--- src/rtl/alu_arbiter.sv ---
// Round-robin (or fixed-priority, ALU_ARB_FIXED_PRIO_EN) arbiter sharing one
// registered ALU; a hold register keeps a result the winner cannot yet accept.
package alu_arbiter_pkg;
    typedef struct packed {
        logic sign;
        logic a_used;
    } control_signals_t;
endpackage

module alu_arbiter
    import alu_arbiter_pkg::*;
#(
    parameter int NREQ = 2,
    parameter int IDW  = $clog2(NREQ)
) (
    input  logic                        clk,
    input  logic                        rst,
    input  logic [NREQ-1:0]             req_valid,
    output logic [NREQ-1:0]             req_ready,
    input  logic [NREQ-1:0][2:0]        req_func3,
    input  control_signals_t [NREQ-1:0] req_cs,
    input  logic [NREQ-1:0][31:0]       req_a,
    input  logic [NREQ-1:0][31:0]       req_b,
    output logic                        alu_en,
    output logic [2:0]                  alu_func3,
    output control_signals_t            alu_cs,
    output logic [31:0]                 alu_a,
    output logic [31:0]                 alu_b,
    input  logic [31:0]                 alu_result,
    output logic                        rsp_valid,
    output logic [IDW-1:0]              rsp_id,
    output logic [31:0]                 rsp_data,
    output logic                        rsp_zero,
    input  logic                        rsp_ready
);

    typedef enum logic [1:0] {
        IDLE,
        BUSY,
        HOLD
    } state_t;

    state_t         state_q;
    state_t         state_d;
    logic [IDW-1:0] win;
    logic [IDW-1:0] id_q;
    logic [31:0]    hold_q;
    logic           found;
    logic           can_issue;
    logic           issue;

    // Reset also blocks issue so nothing reaches the ALU while rst is high.
    assign can_issue = !rst &&
                       ((state_q == IDLE) ||
                        (state_q == BUSY && rsp_ready));
    assign issue = can_issue && found;

`ifdef ALU_ARB_FIXED_PRIO_EN
    always_comb begin
        win   = '0;
        found = 1'b0;
        for (int k = NREQ - 1; k >= 0; k--) begin
            if (req_valid[k]) begin
                win   = IDW'(k);
                found = 1'b1;
            end
        end
    end
`else
    logic [IDW-1:0] ptr_q;
    logic [IDW:0]   idx;

    // Search starts one past the last winner and wraps.
    always_comb begin
        win   = '0;
        found = 1'b0;
        idx   = '0;
        for (int k = 1; k <= NREQ; k++) begin
            idx = {1'b0, ptr_q} + (IDW+1)'(k);
            if (idx >= (IDW+1)'(NREQ)) begin
                idx = idx - (IDW+1)'(NREQ);
            end
            if (!found && req_valid[idx[IDW-1:0]]) begin
                found = 1'b1;
                win   = idx[IDW-1:0];
            end
        end
    end

    always_ff @(posedge clk or posedge rst) begin
        if (rst) begin
            ptr_q <= IDW'(NREQ - 1);
        end else if (issue) begin
            ptr_q <= win;
        end
    end
`endif

    always_comb begin
        req_ready = '0;
        alu_en    = 1'b0;
        alu_func3 = '0;
        alu_cs    = '0;
        alu_a     = '0;
        alu_b     = '0;
        if (issue) begin
            req_ready[win] = 1'b1;
            alu_en         = 1'b1;
            alu_func3      = req_func3[win];
            alu_cs         = req_cs[win];
            alu_a          = req_a[win];
            alu_b          = req_b[win];
        end
    end

    always_comb begin
        state_d = state_q;
        unique case (state_q)
            IDLE: begin
                if (issue) begin
                    state_d = BUSY;
                end
            end
            BUSY: begin
                if (!rsp_ready) begin
                    state_d = HOLD;
                end else if (issue) begin
                    state_d = BUSY;
                end else begin
                    state_d = IDLE;
                end
            end
            HOLD: begin
                if (rsp_ready) begin
                    state_d = IDLE;
                end
            end
            default: state_d = IDLE;
        endcase
    end

    // The ALU clears its output once en drops, so a stalled result is saved here.
    always_ff @(posedge clk or posedge rst) begin
        if (rst) begin
            state_q <= IDLE;
            id_q    <= '0;
            hold_q  <= '0;
        end else begin
            state_q <= state_d;
            if (issue) begin
                id_q <= win;
            end
            if (state_q == BUSY && !rsp_ready) begin
                hold_q <= alu_result;
            end
        end
    end

    always_comb begin
        rsp_data = '0;
        if (state_q == HOLD) begin
            rsp_data = hold_q;
        end else if (state_q == BUSY) begin
            rsp_data = alu_result;
        end
    end

    assign rsp_valid = (state_q != IDLE);
    assign rsp_id    = id_q;
    assign rsp_zero  = (rsp_data == 32'd0);

endmodule

--- config.mk ---
export PLATFORM = sky130hd
export DESIGN_NAME = alu_arbiter
export DESIGN_NICKNAME = d
export VERILOG_FILES = /design/src/rtl/alu_arbiter.sv
export SDC_FILE = /design/constraint.sdc
export NUM_CORES = 1
export LEC_CHECK = 0
export ABC_AREA = 1
export BUFFER_PORTS_ARGS = -buffer_cell sky130_fd_sc_hd__buf_2
export CORE_AREA = 10 10 102 104
export CTS_CLUSTER_SIZE = 10
export DETAILED_ROUTE_END_ITERATION = 16
export DIE_AREA = 0 0 112 114
export PLACE_DENSITY = 0.78
export SYNTH_ARGS = -nofsm -noshare
export SYNTH_HDL_FRONTEND = slang
export SYNTH_SLANG_ARGS = --single-unit
--- constraint.sdc ---
create_clock -name clk -period 2 [get_ports clk]
set_clock_uncertainty 0.2 [all_clocks]
set_input_delay 0.4 -clock clk [delete_from_list [all_inputs] [get_ports clk]]
set_output_delay 0.4 -clock clk [all_outputs]
set_load 0.02 [all_outputs]
==> results of run 1 <==
worst max-delay path by stage:
| stage | to | depth (start not counted) |
|---|---|---|
| 2_1_floorplan | rsp_zero | 9 |
| 3_3_place_gp | rsp_zero | 10 |
| 3_5_place_dp | rsp_zero | 10 |
| 4_1_cts | rsp_zero | 11 |
| 5_1_grt | rsp_zero | 11 |
| 6_report | rsp_zero | 11 |
placed cells by master (no fill, tap or decap):
cell type,synthesis,layout
inv_2,5,2
nand2_4,0,1
dfrtp_2,0,2
bufinv_16,0,1
nor2_2,2,1
buf_6,1,62
nor2_4,0,4
nand2_1,311,275
nand2_2,0,35
nand3_4,0,1
clkbuf_8,0,5
clkbuf_4,0,1
diode_2,0,5
nand3_1,45,42
buf_16,0,1
inv_4,0,2
buf_4,8,84
clkbuf_1,6,1
nor2_1,25,22
buf_12,0,9
clkinv_4,0,1
dfstp_2,1,1
buf_2,15,193
o21ai_0,32,32
clkinv_2,0,1
dfrtp_1,35,33
clkbuf_16,0,1
nand3_2,1,3
inv_1,4,4
layout make-up:
type	count	area, um2
Fill cell	726	2913
Inverter	9	43.79
Tap cell	108	135.1
Sequential cell	36	904.6
Antenna cell	5	12.51
Clock inverter	2	35.03
Clock buffer	6	72.57
Multi-Input combinational cell	416	1814
Timing Repair Buffer	351	2535
stage by stage:
step,setup slack (ps),util,cells,area (um2)
2_1_floorplan,0.4030,-,491,2826
3_3_place_gp,-261.0,0.5602,910,4742
3_5_place_dp,-275.1,0.5602,910,4742
4_1_cts,-418.5,0.6317,924,5348
5_1_grt,-552.6,0.6556,932,5550
6_report,-470.6,0.6559,933,5553
routing by layer:
| metal | part of all wire | vias to the layer above | global-route usage | wire, um |
|---|---|---|---|---|
| li1 | - | 2181 | - | - |
| met1 | 0.34 | 2050 | 0.2449 | 5677 |
| met2 | 0.52 | 273 | 0.3994 | 8527 |
| met3 | 0.11 | 47 | 0.08294 | 1744 |
| met4 | 0.031 | 0 | 0.08545 | 514 |
| met5 | 0 | - | 0 | 0 |
sequential cells by signal, summed over array words and instances (netlist names):
name,cells
hold_q,32
rsp_id,1
state_q,2
ptr_q,1
repair_timing:
item,CTS,global route
cloned,1,1
gates resized for setup,135,49
pin swaps,7,12
setup endpoints to repair,94,105
setup buffers,5,3
power by group through the flow:
stage          Combinational, W  Sequential (W)  Clock [W]
2_1_floorplan          0.000892         0.00103          0
3_3_place_gp            0.00157         0.00104          0
3_5_place_dp            0.00159         0.00106          0
4_1_cts                 0.00181         0.00105   0.000638
5_1_grt                 0.00207         0.00108   0.000678
6_report                0.00191         0.00106   0.000630
tightest hold or removal path, delay by kind of cell:
family   cells  cell delay [ps]
buf+inv      3              540
cells by family after synthesis:
group                  after synthesis
AOI/OAI and AO/OA                   32
DFF                                 36
buffers and inverters               39
and+or+nand+nor                    384
==> results.ini, run 1 <==
[worst_setup_path]
start_kind=flop
crit_path_end_kind=output pin
r2r_setup_slack_ps=450
reg2reg_from=state_q[1]$_DFFE_PP0P_
path_cells=inv_4, nor2_4, buf_12, nand2_1, nand2_2, nor2_1, nand2_1, nor2_1, nand2_1, nor2_4, buf_6
crit_family=simple AND/OR/NAND/NOR gates
startpoint=state_q[0]$_DFFE_PP0P_
crit_required_ps=1400
path_common_cell=nand2_1
critical_path_class=reg -> out
arrival_ps=1870
cp_num_buf_inv=3
cp_slowest_stage_delay_ps=460
timing.rr.end=hold_q[3]$_DFFE_PP0P_
worstRegToRegCells=6
cp_slowest_cell=dfrtp_2
worst-path-max-fanout=12

[sta]
hold_viol_final=0
tightest_slew_ps=463.7
fin_setup_tns_ps=-27240
setup_viol=89
fin_crit_ps=2471
maxSlewViolCount=0
hold_ws_ps=22.83
maxSlewHeadroom=0.6908
final.setup.worst_slack_ps=-470.6
period_share=1.235
rsz0062_at_grt=yes
maxClockFrequency_ghz=0.4048

[synthesis]
synth-adder-area-share=0
synth_common_cells=311 x nand2_1, 45 x nand3_1, 35 x dfrtp_1
yosys.area_share.simple=0.5440
synthesis.nets=666
synth_cell_type_count=14
syn_inst=491
synth-xor-area-share=0
async_flop_share=1.000
yosysMostFrequentCell=nand2_1
yosysWarnings=0
yosysSeqAreaShare=0.3252
yosys-top-cells-area=nand2_1 42%, dfrtp_1 32%, nand3_1 8.1%, o21ai_0 5.8%, nor2_1 3.4%
synth.avg_cell_area_um2=5.650
synth_edf_count=0
synth_top_family_by_area=simple AND/OR/NAND/NOR gates
yosys_register_bits=36
yosysTopAreaCellShare=0.4208
yosys.area.top_type=nand2_1
synthFlopType=dfrtp_1
synth_mux_area_frac=0
synth-compound-area-share=0.05774
synth_area_um2=2774

[power_and_ir_drop]
fin_total_pwr_w=0.003596
power.leakage_nw=3.330
vdd.ir_drop.worst_v=0.0002743
clock_power_share=0.175
switching_share=0.3953
p_per_area_nw_per_um2=647.6
seq_power_share=0.294
comb_power_share=0.531
internal_power_w=0.002175
p_switching_w=0.001421

[clocking]
htreeDepth=2
clk_latency_ps=280
cts_sinks=36
root_buffer=clkbuf_8
cts_buffers=5
clkTransAtPathRegs_ps=70
clk_path_buf_depth=2
cts_tree=built
cts_hold_buf=0

[cells_and_area]
nNetsFinal=994
drive_gt1_frac=0.5012
syn2layout_area_growth_pct=100.2

[drt]
num_vias=4551
routedWlPerCell_um=17.65
first_iter_violations=422
postRouteAntennaNets=0
firstDrtPassIters=5
routed_wl_um=16460
routed_via_density=4.878
drc=0

[place]
routabilityCongestion=0.9138
hpwl_um=12450
io_buffers=281

[die]
initial_utilization=0.3277
die-area_um2=12770
die_x_um=112
core_um2=8466
fp-row-count=34
ioPinCount=282
die_h_um=114

[status]
violations=negative setup slack
outcome=finished, violations left

[grt]
grt_pass1_vias=4499
antenna_found_initial=6
grtUsageTotal=0.2272
grt_pass1_wl_um=23610
grt.overflow.total=0
grt_max_degree=37

[hold_path]
min_path_type=in -> async

[job]
maxCapViolCount=0

(Power assumes the default switching activity.)
==> run 2: changes to the inputs <==
CELL_PAD_IN_SITES_DETAIL_PLACEMENT = 1   (was not set)
CELL_PAD_IN_SITES_GLOBAL_PLACEMENT = 1   (was not set)
CORE_AREA = not set   (was 10 10 102 104)
CORE_MARGIN = 10   (was not set)
CORE_UTILIZATION = 21   (was not set)
DIE_AREA = not set   (was 0 0 112 114)
PLACE_DENSITY = 0.83   (was 0.78)
SKIP_CTS_REPAIR_TIMING = 1   (was not set)
==> results.ini, run 2 (same netlist as run 1, synthesis figures left out) <==
[power_and_ir_drop]
p_per_area_nw_per_um2=667.8  ; was 647.6 nW/um2
vdd.ir_drop.worst_v=0.0003278  ; was 0.0002743 V
switching_share=0.3906  ; was 0.3953
internal_power_w=0.002444  ; was 0.002175 W
clock_power_share=0.224  ; was 0.175
seq_power_share=0.264  ; was 0.294
p_switching_w=0.001566  ; was 0.001421 W
comb_power_share=0.513  ; was 0.531
power.leakage_nw=3.504  ; was 3.330 nW

[drt]
drc=0  ; unchanged
routed_wl_um=20210  ; was 16460 um
postRouteAntennaNets=0  ; unchanged
first_iter_violations=170  ; was 422
firstDrtPassIters=4  ; was 5
routedWlPerCell_um=20.13  ; was 17.65 um
routed_via_density=4.622  ; was 4.878
num_vias=4640  ; was 4551

[sta]
rsz0062_at_grt=yes  ; unchanged
period_share=1.232  ; was 1.235
maxClockFrequency_ghz=0.4058  ; was 0.4048 GHz
tightest_slew_ps=477.4  ; was 463.7 ps
maxSlewHeadroom=0.6818  ; was 0.6908
maxSlewViolCount=0  ; unchanged
setup_viol=94  ; was 89
hold_ws_ps=23.31  ; was 22.83 ps
hold_viol_final=0  ; unchanged
final.setup.worst_slack_ps=-464.2  ; was -470.6 ps
fin_crit_ps=2464  ; was 2471 ps

[cells_and_area]
regArea_um2=904.6  ; unchanged
top_register=hold_q  ; unchanged
syn2layout_area_growth_pct=116.5  ; was 100.2%
final_common_cell=nand2_1  ; unchanged
largest_reg_flops=32  ; unchanged
fin_area_um2=6005  ; was 5553 um2
final_cell_mix=246 x nand2_1, 196 x buf_2, 71 x buf_6  ; was 275 x nand2_1, 193 x buf_2, 84 x buf_4
drive_gt1_frac=0.5441  ; was 0.5012
multiInputGateArea_um2=1941  ; was 1814 um2
reg.largest.list=hold_q (32), state_q (2)  ; unchanged
fin_util=0.4701  ; was 0.6559
fillers=1674  ; was 726
nNetsFinal=1001  ; was 994

[clocking]
cts_sinks=36  ; unchanged
clkTransAtPathRegs_ps=60  ; was 70 ps
clk_latency_ps=280  ; about the same
cts_buffers=5  ; unchanged
clk_path_buf_depth=2  ; unchanged
root_buffer=clkbuf_16  ; was clkbuf_8
cts_tree=built  ; unchanged
htreeDepth=2  ; unchanged

[worst_setup_path]
crit_family=buffers and inverters  ; was simple AND/OR/NAND/NOR gates
worstRegToRegCells=7  ; was 6
r2r_setup_slack_ps=340  ; was 450 ps
path_cells=nand2_2, nand3_2, buf_6, nor2_4, buf_12, buf_12, nand2_1, nand2_2, buf_6  ; was inv_4, nor2_4, buf_12, nand2_1, nand2_2, nor2_1, nand2_1, nor2_1, nand2_1, nor2_4, buf_6
worst-path-max-fanout=16  ; was 12
timing.rr.end=hold_q[10]$_DFFE_PP0P_  ; was hold_q[3]$_DFFE_PP0P_
crit_path_end_kind=output pin  ; unchanged
start_kind=flop  ; unchanged
crit_required_ps=1400  ; about the same
cp_num_buf_inv=4  ; was 3
critical_path_class=reg -> out  ; unchanged
cp_slowest_cell=dfrtp_2  ; unchanged
reg2reg_from=state_q[0]$_DFFE_PP0P_  ; was state_q[1]$_DFFE_PP0P_
cp.depth=9  ; was 11
arrival_ps=1860  ; was 1870 ps
cp_slowest_stage_delay_ps=470  ; was 460 ps

[die]
initial_utilization=0.2172  ; was 0.3277
die_h_um=134.9  ; was 114 um
die_x_um=134.9  ; was 112 um
fp-row-count=41  ; was 34
core_um2=12770  ; was 8466 um2
ioPinCount=282  ; unchanged
die-area_um2=18210  ; was 12770 um2

[grt]
grt_pass1_vias=4740  ; was 4499
met3_usage=0.07530  ; was 0.08294
grt_pass1_wl_um=25450  ; was 23610 um
grt_max_degree=37  ; unchanged
grt.overflow.total=0  ; unchanged
antenna_found_initial=5  ; was 6
grtUsageTotal=0.1747  ; was 0.2272
grt_busiest_layer=met2  ; unchanged
grtUsageMet2=0.3089  ; was 0.3994
grt_util_met1=0.1821  ; was 0.2449

[place]
io_buffers=281  ; unchanged
routabilityCongestion=0.9019  ; was 0.9138
pre_cts_slack_ps=-292.4  ; was -275.1 ps
dpl-instance-area_um2=4777  ; was 4742 um2
hpwl_um=14390  ; was 12450 um

[status]
violations=negative setup slack  ; unchanged
outcome=finished, violations left  ; unchanged

[job]
maxCapViolCount=0  ; unchanged

[hold_path]
min_path_type=in -> async  ; unchanged

run 2: cell types whose count changed in the layout (fill, tap and decap cells not counted), sizes merged:
| cell | delta |
|---|---|
| nor2 | +1 |
| clkbuf | +8 |
| clkinvlp | +1 |
| clkinv | -1 |
| inv | +2 |
| buf | -4 |
run 2: area by class of cell:
| cell class | instances | share of cell area |
|---|---|---|
| clock inverters | 3 | 0.007085 |
| inverters | 9 | 0.007710 |
| repair buffers | 356 | 0.4511 |
| well taps | 172 | 0.03584 |
| diodes | 5 | 0.002084 |
| multi-input cells | 417 | 0.3232 |
| flip-flops and latches | 36 | 0.1507 |
| clock buffers | 5 | 0.02084 |
| repair inverters | 1 | 0.001459 |
run 2: worst min-delay path, stage by stage:
cell and delay, ps:
buf_2 100, inv_1 40, buf_4 400
run 2: stage by stage:
stage	power (W)	setup TNS, ps	std cells
final	0.004010	-30930	1004
after global routing	0.004273	-39130	1004
after CTS	0.003595	-33170	981
after detailed placement	0.002679	-17340	973
after global placement	0.002628	-14730	973
after floorplan	0.001926	0	491
run 2: power groups by stage:
stage / logic, W / registers, W / clock network, W
floorplan: 0.000892 / 0.00103 / 0
global placement: 0.00158 / 0.00105 / 0
detailed placement: 0.00162 / 0.00106 / 0
CTS: 0.00164 / 0.00105 / 0.000907
global route: 0.00224 / 0.00108 / 0.000953
finish: 0.00206 / 0.00106 / 0.000897
run 2: worst max path at each step:
stage	end	start
floorplan	rsp_zero	state_q[0]$_DFFE_PP0P_
global placement	alu_a[6]	req_valid[1]
detailed placement	alu_b[5]	req_valid[1]
CTS	rsp_zero	state_q[0]$_DFFE_PP0P_
global route	alu_b[30]	state_q[0]$_DFFE_PP0P_
finish	alu_a[18]	state_q[0]$_DFFE_PP0P_
run 2: routing by layer:
metal,share of wire,wire (um),up-vias
met1,0.36,7178,2215
met2,0.53,10740,197
li1,-,-,2198
met5,0,0,-
met3,0.089,1801,30
met4,0.024,494,0
==> run 3: changes to the inputs <==
ABC_AREA = not set   (was 1)
CORE_UTILIZATION = 23   (was 21)
PLACE_DENSITY = 0.84   (was 0.83)
==> results.ini, run 3 <==
[sta]
maxSlewViolCount=0  ; unchanged
fin_setup_tns_ps=-27010  ; was -30930 ps
tightest_slew_ps=492.9  ; was 477.4 ps
hold_viol_final=0  ; unchanged
hold_ws_ps=30.57  ; was 23.31 ps
maxClockFrequency_ghz=0.3868  ; was 0.4058 GHz
maxSlewHeadroom=0.6684  ; was 0.6818
rsz0062_at_grt=yes  ; unchanged
final.setup.worst_slack_ps=-585.2  ; was -464.2 ps
fin_crit_ps=2585  ; was 2464 ps
period_share=1.293  ; was 1.232
setup_viol=104  ; was 94

[worst_setup_path]
startpoint=hold_q[28]$_DFFE_PP0P_  ; was state_q[0]$_DFFE_PP0P_
worst-path-max-fanout=3  ; was 16
cp_slowest_stage_delay_ps=490  ; was 470 ps
crit_required_ps=1400  ; about the same
cp_num_buf_inv=1  ; was 4
cp_slowest_cell=nor4_1  ; was dfrtp_2
path_cells=nor4_1, nand3_1, o21ai_0, and3_4, buf_6  ; was nand2_2, nand3_2, buf_6, nor2_4, buf_12, buf_12, nand2_1, nand2_2, buf_6
crit_family=simple AND/OR/NAND/NOR gates  ; was buffers and inverters
critical_path_class=reg -> out  ; unchanged
start_kind=flop  ; unchanged
reg2reg_from=state_q[1]$_DFFE_PP0P_  ; was state_q[0]$_DFFE_PP0P_
arrival_ps=1990  ; was 1860 ps
crit_path_end_kind=output pin  ; unchanged

[grt]
grt_util_met1=0.1689  ; was 0.1821
met3_usage=0.06978  ; was 0.07530
grt_max_degree=68  ; was 37
grt_busiest_layer=met2  ; unchanged
grt_pass1_vias=4534  ; was 4740
grt.overflow.total=0  ; unchanged
grtUsageMet2=0.3353  ; was 0.3089
grtUsageTotal=0.1749  ; was 0.1747
antenna_found_initial=2  ; was 5
grt_pass1_wl_um=23760  ; was 25450 um

[synthesis]
yosys_register_bits=36  ; unchanged
yosysTopAreaCellShare=0.3126  ; was 0.4208
yosys-top-cells-area=dfrtp_1 31%, nand2_1 19%, a21oi_1 13%, mux2_2 12%, a22o_1 10%  ; was nand2_1 42%, dfrtp_1 32%, nand3_1 8.1%, o21ai_0 5.8%, nor2_1 3.4%
async_flop_share=1.000  ; unchanged
synth_common_cells=141 x nand2_1, 70 x a21oi_1, 35 x dfrtp_1  ; was 311 x nand2_1, 45 x nand3_1, 35 x dfrtp_1
synth.avg_cell_area_um2=7.239  ; was 5.650 um2
synthesis.nets=562  ; was 666
synthFlopType=dfrtp_1  ; unchanged
synth_edf_count=0  ; unchanged
yosysMostFrequentCell=nand2_1  ; unchanged
yosysWarnings=0  ; unchanged
yosys.area.top_type=dfrtp_1  ; was nand2_1
synth_area_um2=2801  ; was 2774 um2
yosysSeqAreaShare=0.3220  ; was 0.3252
syn_inst=387  ; was 491
synth_cell_type_count=24  ; was 14

[clocking]
clk_path_buf_depth=2  ; unchanged
root_buffer=clkbuf_16  ; unchanged
htreeDepth=2  ; unchanged
clkTransAtPathRegs_ps=60  ; about the same
cts_buffers=5  ; unchanged
clk_latency_ps=290  ; was 280 ps
cts_sinks=36  ; unchanged
cts_tree=built  ; unchanged

[status]
violations=negative setup slack  ; unchanged
outcome=finished, violations left  ; unchanged

[place]
hpwl_um=13810  ; was 14390 um
dpl-instance-area_um2=4954  ; was 4777 um2
io_buffers=281  ; unchanged
routabilityCongestion=0.8592  ; was 0.9019

[cells_and_area]
fin_area_um2=6082  ; was 6005 um2
largest_reg_flops=32  ; unchanged
drive_gt1_frac=0.6778  ; was 0.5441
top_register=hold_q  ; unchanged
reg.largest.list=hold_q (32), state_q (2)  ; unchanged
nNetsFinal=891  ; was 1001
syn2layout_area_growth_pct=117.1  ; was 116.5%
final_cell_mix=206 x buf_2, 137 x nand2_1, 69 x a21oi_2  ; was 246 x nand2_1, 196 x buf_2, 71 x buf_6
final_common_cell=buf_2  ; was nand2_1

[drt]
routed_wl_um=20830  ; was 20210 um
first_iter_violations=220  ; was 170
firstDrtPassIters=6  ; was 4
num_vias=4439  ; was 4640
routedWlPerCell_um=24.03  ; was 20.13 um
routed_via_density=5.120  ; was 4.622
drc=0  ; unchanged
postRouteAntennaNets=0  ; unchanged

[die]
core_um2=11960  ; was 12770 um2
ioPinCount=282  ; unchanged
fp-row-count=40  ; was 41
initial_utilization=0.2342  ; was 0.2172
die_h_um=130.4  ; was 134.9 um
die-area_um2=17000  ; was 18210 um2
die_x_um=130.4  ; was 134.9 um

[job]
maxCapViolCount=0  ; unchanged

[power_and_ir_drop]
p_per_area_nw_per_um2=683.5  ; was 667.8 nW/um2
vdd.ir_drop.worst_v=0.0003128  ; was 0.0003278 V
power.leakage_nw=3.025  ; was 3.504 nW

[hold_path]
min_path_type=in -> async  ; unchanged

run 3: cell count changes after synthesis, moves of 18 or more:
| cell | delta |
|---|---|
| mux2_2 | +30 |
| nor2_1 | -19 |
| nand3_1 | -44 |
| nand2_1 | -170 |
| o21ai_0 | -30 |
| a21oi_1 | +70 |
| a22o_1 | +32 |
| clkbuf_1 | +18 |
run 3: area by class of cell:
type | count | area [um2]
sequential | 36 | 903.4
antenna | 3 | 7.507
inverter | 4 | 17.52
multi-input combinational | 313 | 2121
tap | 147 | 183.9
timing repair buffer | 356 | 2705
clock inverter | 3 | 18.77
fill | 1435 | 5879
clock buffer | 5 | 125.1
run 3: routing by layer:
metal | part of all wire | up-vias
li1 | - | 2003
met1 | 0.35 | 2161
met2 | 0.54 | 240
met3 | 0.081 | 33
met4 | 0.028 | 2
met5 | 0.00062 | -
run 3: worst paths after layout:
check                                          to  cells after the start  slack [ps]
max                                      rsp_zero                      5        -590
min reg2reg                    rsp_id$_DFFE_PP0P_                      1         280
min in group clk           state_q[1]$_DFFE_PP0P_                      2         160
max reg2reg                 hold_q[1]$_DFFE_PP0P_                      5         120
min                        hold_q[15]$_DFFE_PP0P_                      3          30
max in group asynchronous  state_q[1]$_DFFE_PP0P_                      3        1200
run 3: metrics by stage:
| stage | utilization | setup slack, ps | total power [W] | std cells |
|---|---|---|---|---|
| after CTS | 0.4262 | -481.4 | 0.003600 | 834 |
| final | 0.5085 | -585.2 | 0.004157 | 867 |
| after floorplan | - | -60.30 | 0.002070 | 387 |
| after global placement | 0.4141 | -203.5 | 0.002749 | 826 |
| after detailed placement | 0.4141 | -230.6 | 0.002839 | 826 |
| after global routing | 0.5081 | -588.9 | 0.004372 | 865 |
run 3: logic make-up after synthesis:
| kind of cell | count (synthesis) | synth area share |
|---|---|---|
| simple gates | 173 | 0.2546 |
| mux | 32 | 0.1286 |
| buf+inv | 38 | 0.05538 |
| flops | 36 | 0.3220 |
| compound gates | 108 | 0.2394 |
run 3: power breakdown:
group	internal, W	switching, W
Sequential	0.000946	0.000206
Clock	0.000459	0.000309
Combinational	0.00110	0.00114
Total	0.00250	0.00165
run 3: worst register-to-register path, delay by kind of cell, from the launching register on:
family        cells  cell delay (ps)
buf+inv           2              390
mux               1              410
simple gates      2              320
flops             1              450
